### src/rtl/spi_reg_pkg.sv
// Shared definitions for the SPI register bank: frame layout, register
// addresses and the receive FSM state type.
package spi_reg_pkg;

  // 16-bit frame: bit15 R/W (1 = write), bits14:8 address, bits7:0 data.
  localparam int unsigned FRAME_BITS = 16;
  localparam int unsigned RW_BIT     = 15;
  localparam int unsigned ADDR_MSB   = 14;
  localparam int unsigned ADDR_LSB   = 8;
  localparam int unsigned DATA_MSB   = 7;
  localparam int unsigned DATA_LSB   = 0;
  localparam int unsigned ADDR_W     = ADDR_MSB - ADDR_LSB + 1;
  localparam int unsigned DATA_W     = DATA_MSB - DATA_LSB + 1;

  // Bit counter counts to FRAME_BITS+1, which marks an overrun frame.
  localparam int unsigned CNT_W      = 5;

  localparam logic [ADDR_W-1:0] ADDR_EN_OUT_LO = 7'h00;
  localparam logic [ADDR_W-1:0] ADDR_EN_OUT_HI = 7'h01;
  localparam logic [ADDR_W-1:0] ADDR_EN_PWM_LO = 7'h02;
  localparam logic [ADDR_W-1:0] ADDR_EN_PWM_HI = 7'h03;
  localparam logic [ADDR_W-1:0] ADDR_DUTY      = 7'h04;

  typedef enum logic [1:0] {
    IDLE,
    SHIFT,
    COMMIT
  } state_e;

endpackage

### src/rtl/spi_input_sync.sv
// Multi-flop synchroniser for one asynchronous pin, with registered edge
// pulses.
//   clk, rst  : system clock, synchronous active-high reset
//   pin_i     : asynchronous input pin
//   level_o   : synchronised level (aligned with the edge pulses)
//   rise_o    : one-cycle pulse on a synchronised rising edge
//   fall_o    : one-cycle pulse on a synchronised falling edge
module spi_input_sync #(
  parameter int unsigned SYNC_STAGES = 2,
  parameter logic        RST_VAL     = 1'b0
) (
  input  logic clk,
  input  logic rst,
  input  logic pin_i,
  output logic level_o,
  output logic rise_o,
  output logic fall_o
);

  logic [SYNC_STAGES-1:0] sync_q;
  logic                   level_q;
  logic                   rise_q;
  logic                   fall_q;

  // level_q is the extra flop used for edge detection; the pulses are
  // registered so they line up with level_q.
  always_ff @(posedge clk) begin
    if (rst) begin
      sync_q  <= {SYNC_STAGES{RST_VAL}};
      level_q <= RST_VAL;
      rise_q  <= 1'b0;
      fall_q  <= 1'b0;
    end else begin
      sync_q  <= {sync_q[SYNC_STAGES-2:0], pin_i};
      level_q <= sync_q[SYNC_STAGES-1];
      rise_q  <= sync_q[SYNC_STAGES-1] & ~level_q;
      fall_q  <= ~sync_q[SYNC_STAGES-1] & level_q;
    end
  end

  assign level_o = level_q;
  assign rise_o  = rise_q;
  assign fall_o  = fall_q;

endmodule

### src/rtl/spi_register_bank.sv
// Write-only SPI (mode 0) slave feeding the PWM peripheral's control
// registers. Pins are synchronised into clk, 16-bit frames are shifted in
// MSB-first and committed to the register bank on nCS rising.
//   clk, rst            : system clock, synchronous active-high reset
//   SCLK, COPI, nCS     : asynchronous SPI pins
//   en_reg_out_7_0 ..   : register contents, addresses 0x00..0x04
//   pwm_duty_cycle
//   wr_strobe, wr_addr  : one-cycle pulse and address of each committed write
//   frame_err           : one-cycle pulse when a frame is rejected
module spi_register_bank
  import spi_reg_pkg::*;
#(
  parameter int unsigned NUM_REGS    = 5,
  parameter int unsigned SYNC_STAGES = 2
) (
  input  logic              clk,
  input  logic              rst,
  input  logic              SCLK,
  input  logic              COPI,
  input  logic              nCS,
  output logic [7:0]        en_reg_out_7_0,
  output logic [7:0]        en_reg_out_15_8,
  output logic [7:0]        en_reg_pwm_7_0,
  output logic [7:0]        en_reg_pwm_15_8,
  output logic [7:0]        pwm_duty_cycle,
  output logic              wr_strobe,
  output logic [ADDR_W-1:0] wr_addr,
  output logic              frame_err
);

  localparam int unsigned REG_SLOTS = (NUM_REGS > 5) ? NUM_REGS : 5;
  localparam int unsigned IDX_W     = $clog2(REG_SLOTS);
  localparam logic [CNT_W-1:0] CNT_FULL = CNT_W'(FRAME_BITS);
  localparam logic [CNT_W-1:0] CNT_SAT  = CNT_W'(FRAME_BITS + 1);
  localparam int unsigned SETTLE    = SYNC_STAGES + 2;
  localparam int unsigned SETTLE_W  = $clog2(SETTLE + 1);

  logic sclk_lvl, sclk_rise, sclk_fall;
  logic copi_lvl, copi_rise, copi_fall;
  logic ncs_lvl, ncs_rise_raw, ncs_fall_raw;

  spi_input_sync #(.SYNC_STAGES(SYNC_STAGES), .RST_VAL(1'b0)) u_sclk_sync (
    .clk(clk), .rst(rst), .pin_i(SCLK),
    .level_o(sclk_lvl), .rise_o(sclk_rise), .fall_o(sclk_fall)
  );

  spi_input_sync #(.SYNC_STAGES(SYNC_STAGES), .RST_VAL(1'b0)) u_copi_sync (
    .clk(clk), .rst(rst), .pin_i(COPI),
    .level_o(copi_lvl), .rise_o(copi_rise), .fall_o(copi_fall)
  );

  spi_input_sync #(.SYNC_STAGES(SYNC_STAGES), .RST_VAL(1'b1)) u_ncs_sync (
    .clk(clk), .rst(rst), .pin_i(nCS),
    .level_o(ncs_lvl), .rise_o(ncs_rise_raw), .fall_o(ncs_fall_raw)
  );

  // Only the SCLK rise and nCS edges drive the FSM.
  logic unused_sync;
  assign unused_sync = ^{sclk_lvl, sclk_fall, copi_rise, copi_fall, ncs_lvl};

  // The nCS synchroniser resets to 1, so a pin held low across reset release
  // would look like a falling edge. nCS edges are ignored until the
  // synchroniser has filled with real pin values.
  logic [SETTLE_W-1:0] settle_q;
  logic                settled;
  logic                ncs_rise, ncs_fall;

  always_ff @(posedge clk) begin
    if (rst) begin
      settle_q <= '0;
    end else if (!settled) begin
      settle_q <= settle_q + 1'b1;
    end
  end

  assign settled  = (settle_q == SETTLE_W'(SETTLE));
  assign ncs_rise = ncs_rise_raw & settled;
  assign ncs_fall = ncs_fall_raw & settled;

  state_e                state_q;
  logic [CNT_W-1:0]      bit_cnt_q;
  logic [FRAME_BITS-1:0] shift_q;
  logic [DATA_W-1:0]     regs_q [REG_SLOTS];
  logic                  wr_strobe_q;
  logic [ADDR_W-1:0]     wr_addr_q;
  logic                  frame_err_q;

  logic [ADDR_W-1:0] frame_addr_d;
  logic [DATA_W-1:0] frame_data_d;
  logic              frame_wr_d;
  logic              len_ok_d;
  logic              addr_ok_d;

  always_comb begin
    frame_addr_d = shift_q[ADDR_MSB:ADDR_LSB];
    frame_data_d = shift_q[DATA_MSB:DATA_LSB];
    frame_wr_d   = shift_q[RW_BIT];
    len_ok_d     = (bit_cnt_q == CNT_FULL);
    addr_ok_d    = (32'(frame_addr_d) < NUM_REGS);
  end

  always_ff @(posedge clk) begin
    if (rst) begin
      state_q     <= IDLE;
      bit_cnt_q   <= '0;
      shift_q     <= '0;
      wr_strobe_q <= 1'b0;
      wr_addr_q   <= '0;
      frame_err_q <= 1'b0;
      for (int unsigned i = 0; i < REG_SLOTS; i++) begin
        regs_q[i] <= '0;
      end
    end else begin
      wr_strobe_q <= 1'b0;
      frame_err_q <= 1'b0;
      unique case (state_q)
        IDLE: begin
          if (ncs_fall) begin
            state_q   <= SHIFT;
            bit_cnt_q <= '0;
            shift_q   <= '0;
          end
        end
        SHIFT: begin
          // nCS rising wins over a coincident SCLK edge.
          if (ncs_rise) begin
            state_q <= COMMIT;
          end else if (sclk_rise) begin
            shift_q <= {shift_q[FRAME_BITS-2:0], copi_lvl};
            if (bit_cnt_q != CNT_SAT) begin
              bit_cnt_q <= bit_cnt_q + 1'b1;
            end
          end
        end
        COMMIT: begin
          state_q <= IDLE;
          if (!len_ok_d) begin
            frame_err_q <= 1'b1;
          end else if (frame_wr_d) begin
            if (addr_ok_d) begin
              regs_q[frame_addr_d[IDX_W-1:0]] <= frame_data_d;
              wr_strobe_q <= 1'b1;
              wr_addr_q   <= frame_addr_d;
            end else begin
              frame_err_q <= 1'b1;
            end
          end
        end
        default: state_q <= IDLE;
      endcase
    end
  end

  assign en_reg_out_7_0  = regs_q[ADDR_EN_OUT_LO[IDX_W-1:0]];
  assign en_reg_out_15_8 = regs_q[ADDR_EN_OUT_HI[IDX_W-1:0]];
  assign en_reg_pwm_7_0  = regs_q[ADDR_EN_PWM_LO[IDX_W-1:0]];
  assign en_reg_pwm_15_8 = regs_q[ADDR_EN_PWM_HI[IDX_W-1:0]];
  assign pwm_duty_cycle  = regs_q[ADDR_DUTY[IDX_W-1:0]];
  assign wr_strobe       = wr_strobe_q;
  assign wr_addr         = wr_addr_q;
  assign frame_err       = frame_err_q;

endmodule
### config.mk
export PLATFORM = sky130hd
export DESIGN_NAME = spi_register_bank
export DESIGN_NICKNAME = d
export VERILOG_FILES = /design/src/rtl/spi_reg_pkg.sv /design/src/rtl/spi_input_sync.sv /design/src/rtl/spi_register_bank.sv
export SDC_FILE = /design/constraint.sdc
export NUM_CORES = 1
export LEC_CHECK = 0
export CORE_UTILIZATION = 55
export DETAILED_ROUTE_END_ITERATION = 16
export PLACE_DENSITY = 0.88
export SKIP_CTS_REPAIR_TIMING = 1
export SLEW_MARGIN = 20
export SYNTH_ARGS = -nofsm -noshare
export SYNTH_HDL_FRONTEND = slang
export SYNTH_SLANG_ARGS = --single-unit
### constraint.sdc
create_clock -name clk -period 3.9 [get_ports clk]
set_clock_uncertainty 0.2 [all_clocks]
set_input_delay 0.78 -clock clk [delete_from_list [all_inputs] [get_ports clk]]
set_output_delay 0.78 -clock clk [all_outputs]
set_load 0.1 [all_outputs]
==> results.py <==
metrics = {
    "status": {
        "status": "finished clean",
    },
    "cts": {
        "worstSkewPairLatency_ns": 0.35,
        "clockBufferDepth": 2,
        "path_clk_slew_ns": 0.07,
        "cts_tree": "yes",
        "htreeDepth": 3,
        "cts_buffers": 9,
        "clock_sinks": 87,
        "root_buffer": "clkbuf_8",
    },
    "die": {
        "chipWidth_um": 82.17,
        "initial_core_util_pct": 58.32,
        "core_um2": 6061,
        "die_y_um": 82.17,
        "die_area_um2": 6751,
        "ios": 54,
        "rows": 28,
    },
    "sta": {
        "finalMaxSlewViolations": 0,
        "timing.final.crit_share_pct": 72.50,
        "setup_viol": 0,
        "fmax_mhz": 353.7,
        "rsz0062_at_grt": "false",
        "finalCriticalPeriod_ns": 2.827,
        "slew_headroom_pct": 30.16,
        "hold_viol_final": 0,
        "holdWs_ns": 0.1865,
        "worst_pin_slew_ns": 1.045,
        "final.setup.tns_ns": 0,
    },
    "synthesis": {
        "synth_top_area_share_pct": 33.98,
        "postSynth.asyncResetShare_pct": 0,
        "seq_area_frac_synth_pct": 60.60,
        "syn_inst": 288,
        "yosysTopAreaCell": "edfxtp_1",
        "synth_edf_count": 40,
        "synthTopCellsByArea": "edfxtp_1 (34%), dfxtp_1 (27%), and2_1 (8.0%)",
        "ys_ff_latch": 87,
        "synth-main-ff-cell": "dfxtp_1",
        "synth_fp_nets": 298,
        "yosysUniqueCellTypes": 47,
        "yosysWarnings": 0,
        "syn_area_per_cell_um2": 12.27,
        "syn_area_um2": 3535,
    },
    "routing": {
        "wl_mm": 6.684,
        "dr.pass1.iters": 4,
        "drc": 0,
        "num_vias": 2315,
        "viasPerCell": 5.460,
        "wl_per_cell_um": 15.76,
        "drt_iter0_drc": 88,
        "drtAntennaViolNets": 0,
    },
    "critical_path": {
        "startpoint_type": "flop",
        "crit_type": "reg2out",
        "cp_max_fo": 2,
        "path_delay_family": "buffers and inverters",
        "cpMaxStageDelayCell": "clkdlybuf4s50_1",
        "path_cells": "clkdlybuf4s50_1",
        "slowest_delay_ns": 1.14,
        "worst_ep_required_time_ns": 2.92,
        "cp-end-kind": "output pin",
        "cp.arrival_ns": 1.85,
        "critPathBufInv": 1,
    },
    "final_layout": {
        "drive_gt1_share_pct": 8.309,
        "fin_cells": 424,
        "design_area_um2": 4275,
        "antenna_cells": 0,
        "fillers": 426,
        "fin_nets": 354,
        "seqCellArea_um2": 2142,
        "multi_input_area_um2": 1313,
        "area_growth_pct": 20.96,
    },
    "grt": {
        "antenna_found_initial": 0,
        "overflow": 0,
        "grt_pass1_vias": 2209,
        "groute.usage.overall_pct": 22.09,
        "grt_first_pass_wirelength_mm": 10.61,
        "grt_max_degree": 46,
    },
    "worst_hold_path": {
        "hp-class": "reg2reg",
    },
    "power": {
        "p_total_mw": 1.761,
        "pwr_density_cell_nw_per_um2": 412.0,
        "ir_worst_vdd_uv": 285.3,
        "power.leakage_nw": 1.577,
    },
    "placement": {
        "dpl.cell_count": 408,
        "gp_congestion": 0.8514,
        "placed_area_um2": 4124,
        "post-dp-hpwl_mm": 4.770,
        "port_buffers": 53,
    },
    "run": {
        "maxCapViolCount": 0,
    },
}
==> metal layers <==
metal | wire length (um) | vias to the layer above | GRT usage [%]
met3 | 466 | 19 | 3.516
met1 | 2590 | 1081 | 26.32
met5 | 0 | - | 0
met2 | 3429 | 80 | 38.02
met4 | 197 | 0 | 12.46
li1 | - | 1135 | -
==> logic make-up (layout without fill, tap and decap cells) <==
| kind of cell | count (synthesis) | after routing | share of synthesized area, % |
|---|---|---|---|
| xor gates and xnor gates | 1 | 1 | 0.2478 |
| DFF | 87 | 87 | 60.60 |
| buffers and inverters | 19 | 80 | 2.266 |
| muxes | 6 | 6 | 1.735 |
| adders and majority gates | 5 | 5 | 1.770 |
| and+or+nand+nor | 129 | 129 | 25.17 |
| AOI/OAI and AO/OA | 41 | 41 | 8.212 |
==> synth_stat cells, types with 2 or more instances <==
master	instances
dfxtp_1	47
and2_1	45
edfxtp_1	40
nor2b_1	15
nor2_1	11
a21oi_1	10
inv_1	10
nand2b_1	10
o21ai_1	10
clkbuf_1	7
nand2_1	7
o41ai_1	6
a31o_1	5
ha_1	5
mux2i_1	5
or2_1	5
nand3_1	4
nor3_4	4
nand4_1	3
nor3b_1	3
o31ai_1	3
or2_2	3
a21o_1	2
nor3_1	2
nor4_4	2
or3_1	2
or4_1	2
==> power by group <==
group / internal (mW) / switching [mW] / total, mW
Sequential: 0.980 / 0.0113 / 0.992
Combinational: 0.0523 / 0.197 / 0.249
Clock: 0.230 / 0.290 / 0.520
Total: 1.26 / 0.498 / 1.76
==> state kept, by name (all words and copies together) (netlist names), 2 cells and up <==
name / flops
bit_cnt_q: 5
regs_q: 40
settle_q: 3
shift_q: 16
state_q: 2
u_copi_sync.sync_q: 2
u_ncs_sync.sync_q: 2
u_sclk_sync.sync_q: 2
wr_addr: 7
==> placed cells by master, fill, tap and decap left out, drive strengths merged, types with 5 or more instances in the layout <==
| master | n |
|---|---|
| a21oi | 10 |
| o21ai | 11 |
| edfxtp | 40 |
| or2 | 8 |
| nand2b | 10 |
| and2 | 45 |
| clkbuf | 14 |
| nand3 | 5 |
| ha | 5 |
| a31o | 5 |
| dfxtp | 47 |
| clkdlybuf4s50 | 53 |
| nor2 | 12 |
| nand4 | 5 |
| nand2 | 7 |
| inv | 10 |
| mux2i | 5 |
| nor2b | 16 |
| nor3 | 6 |
| o41ai | 6 |
==> stage by stage <==
stage	util [%]	setup WS, ns
after global routing	70.54	1.036
after floorplan	-	1.566
after CTS	70.54	1.065
final	70.54	1.073
after global placement	68.04	1.067
after detailed placement	68.04	0.9081
==> path summary, 6_finish.rpt <==
check	slack, ns	depth (start not counted)	endpoint	start
max	1.07	1	wr_addr[0]	wr_addr[0]
min	0.19	1	u_sclk_sync.rise_o	u_sclk_sync.level_o
max reg2reg	1.56	6	regs_q[0][6]	bit_cnt_q[0]
min reg2reg	0.19	1	u_sclk_sync.rise_o	u_sclk_sync.level_o
==> worst register-to-register path, delay by kind of cell (launching register included) <==
family,cells,cell delay (ns)
buf+inv,1,0.08
flops,1,0.36
fa+ha+maj,1,0.16
simple gates,4,1.23
==> layout make-up <==
| class | count | share of cell area [%] |
|---|---|---|
| clock inverters | 2 | 0.2049 |
| well taps | 75 | 2.195 |
| flip-flops and latches | 87 | 50.10 |
| inverters | 10 | 0.8780 |
| repair buffers | 54 | 12.58 |
| clock buffers | 14 | 3.336 |
| multi-input cells | 182 | 30.70 |
No activity file was read; power rests on OpenSTA's default activity.
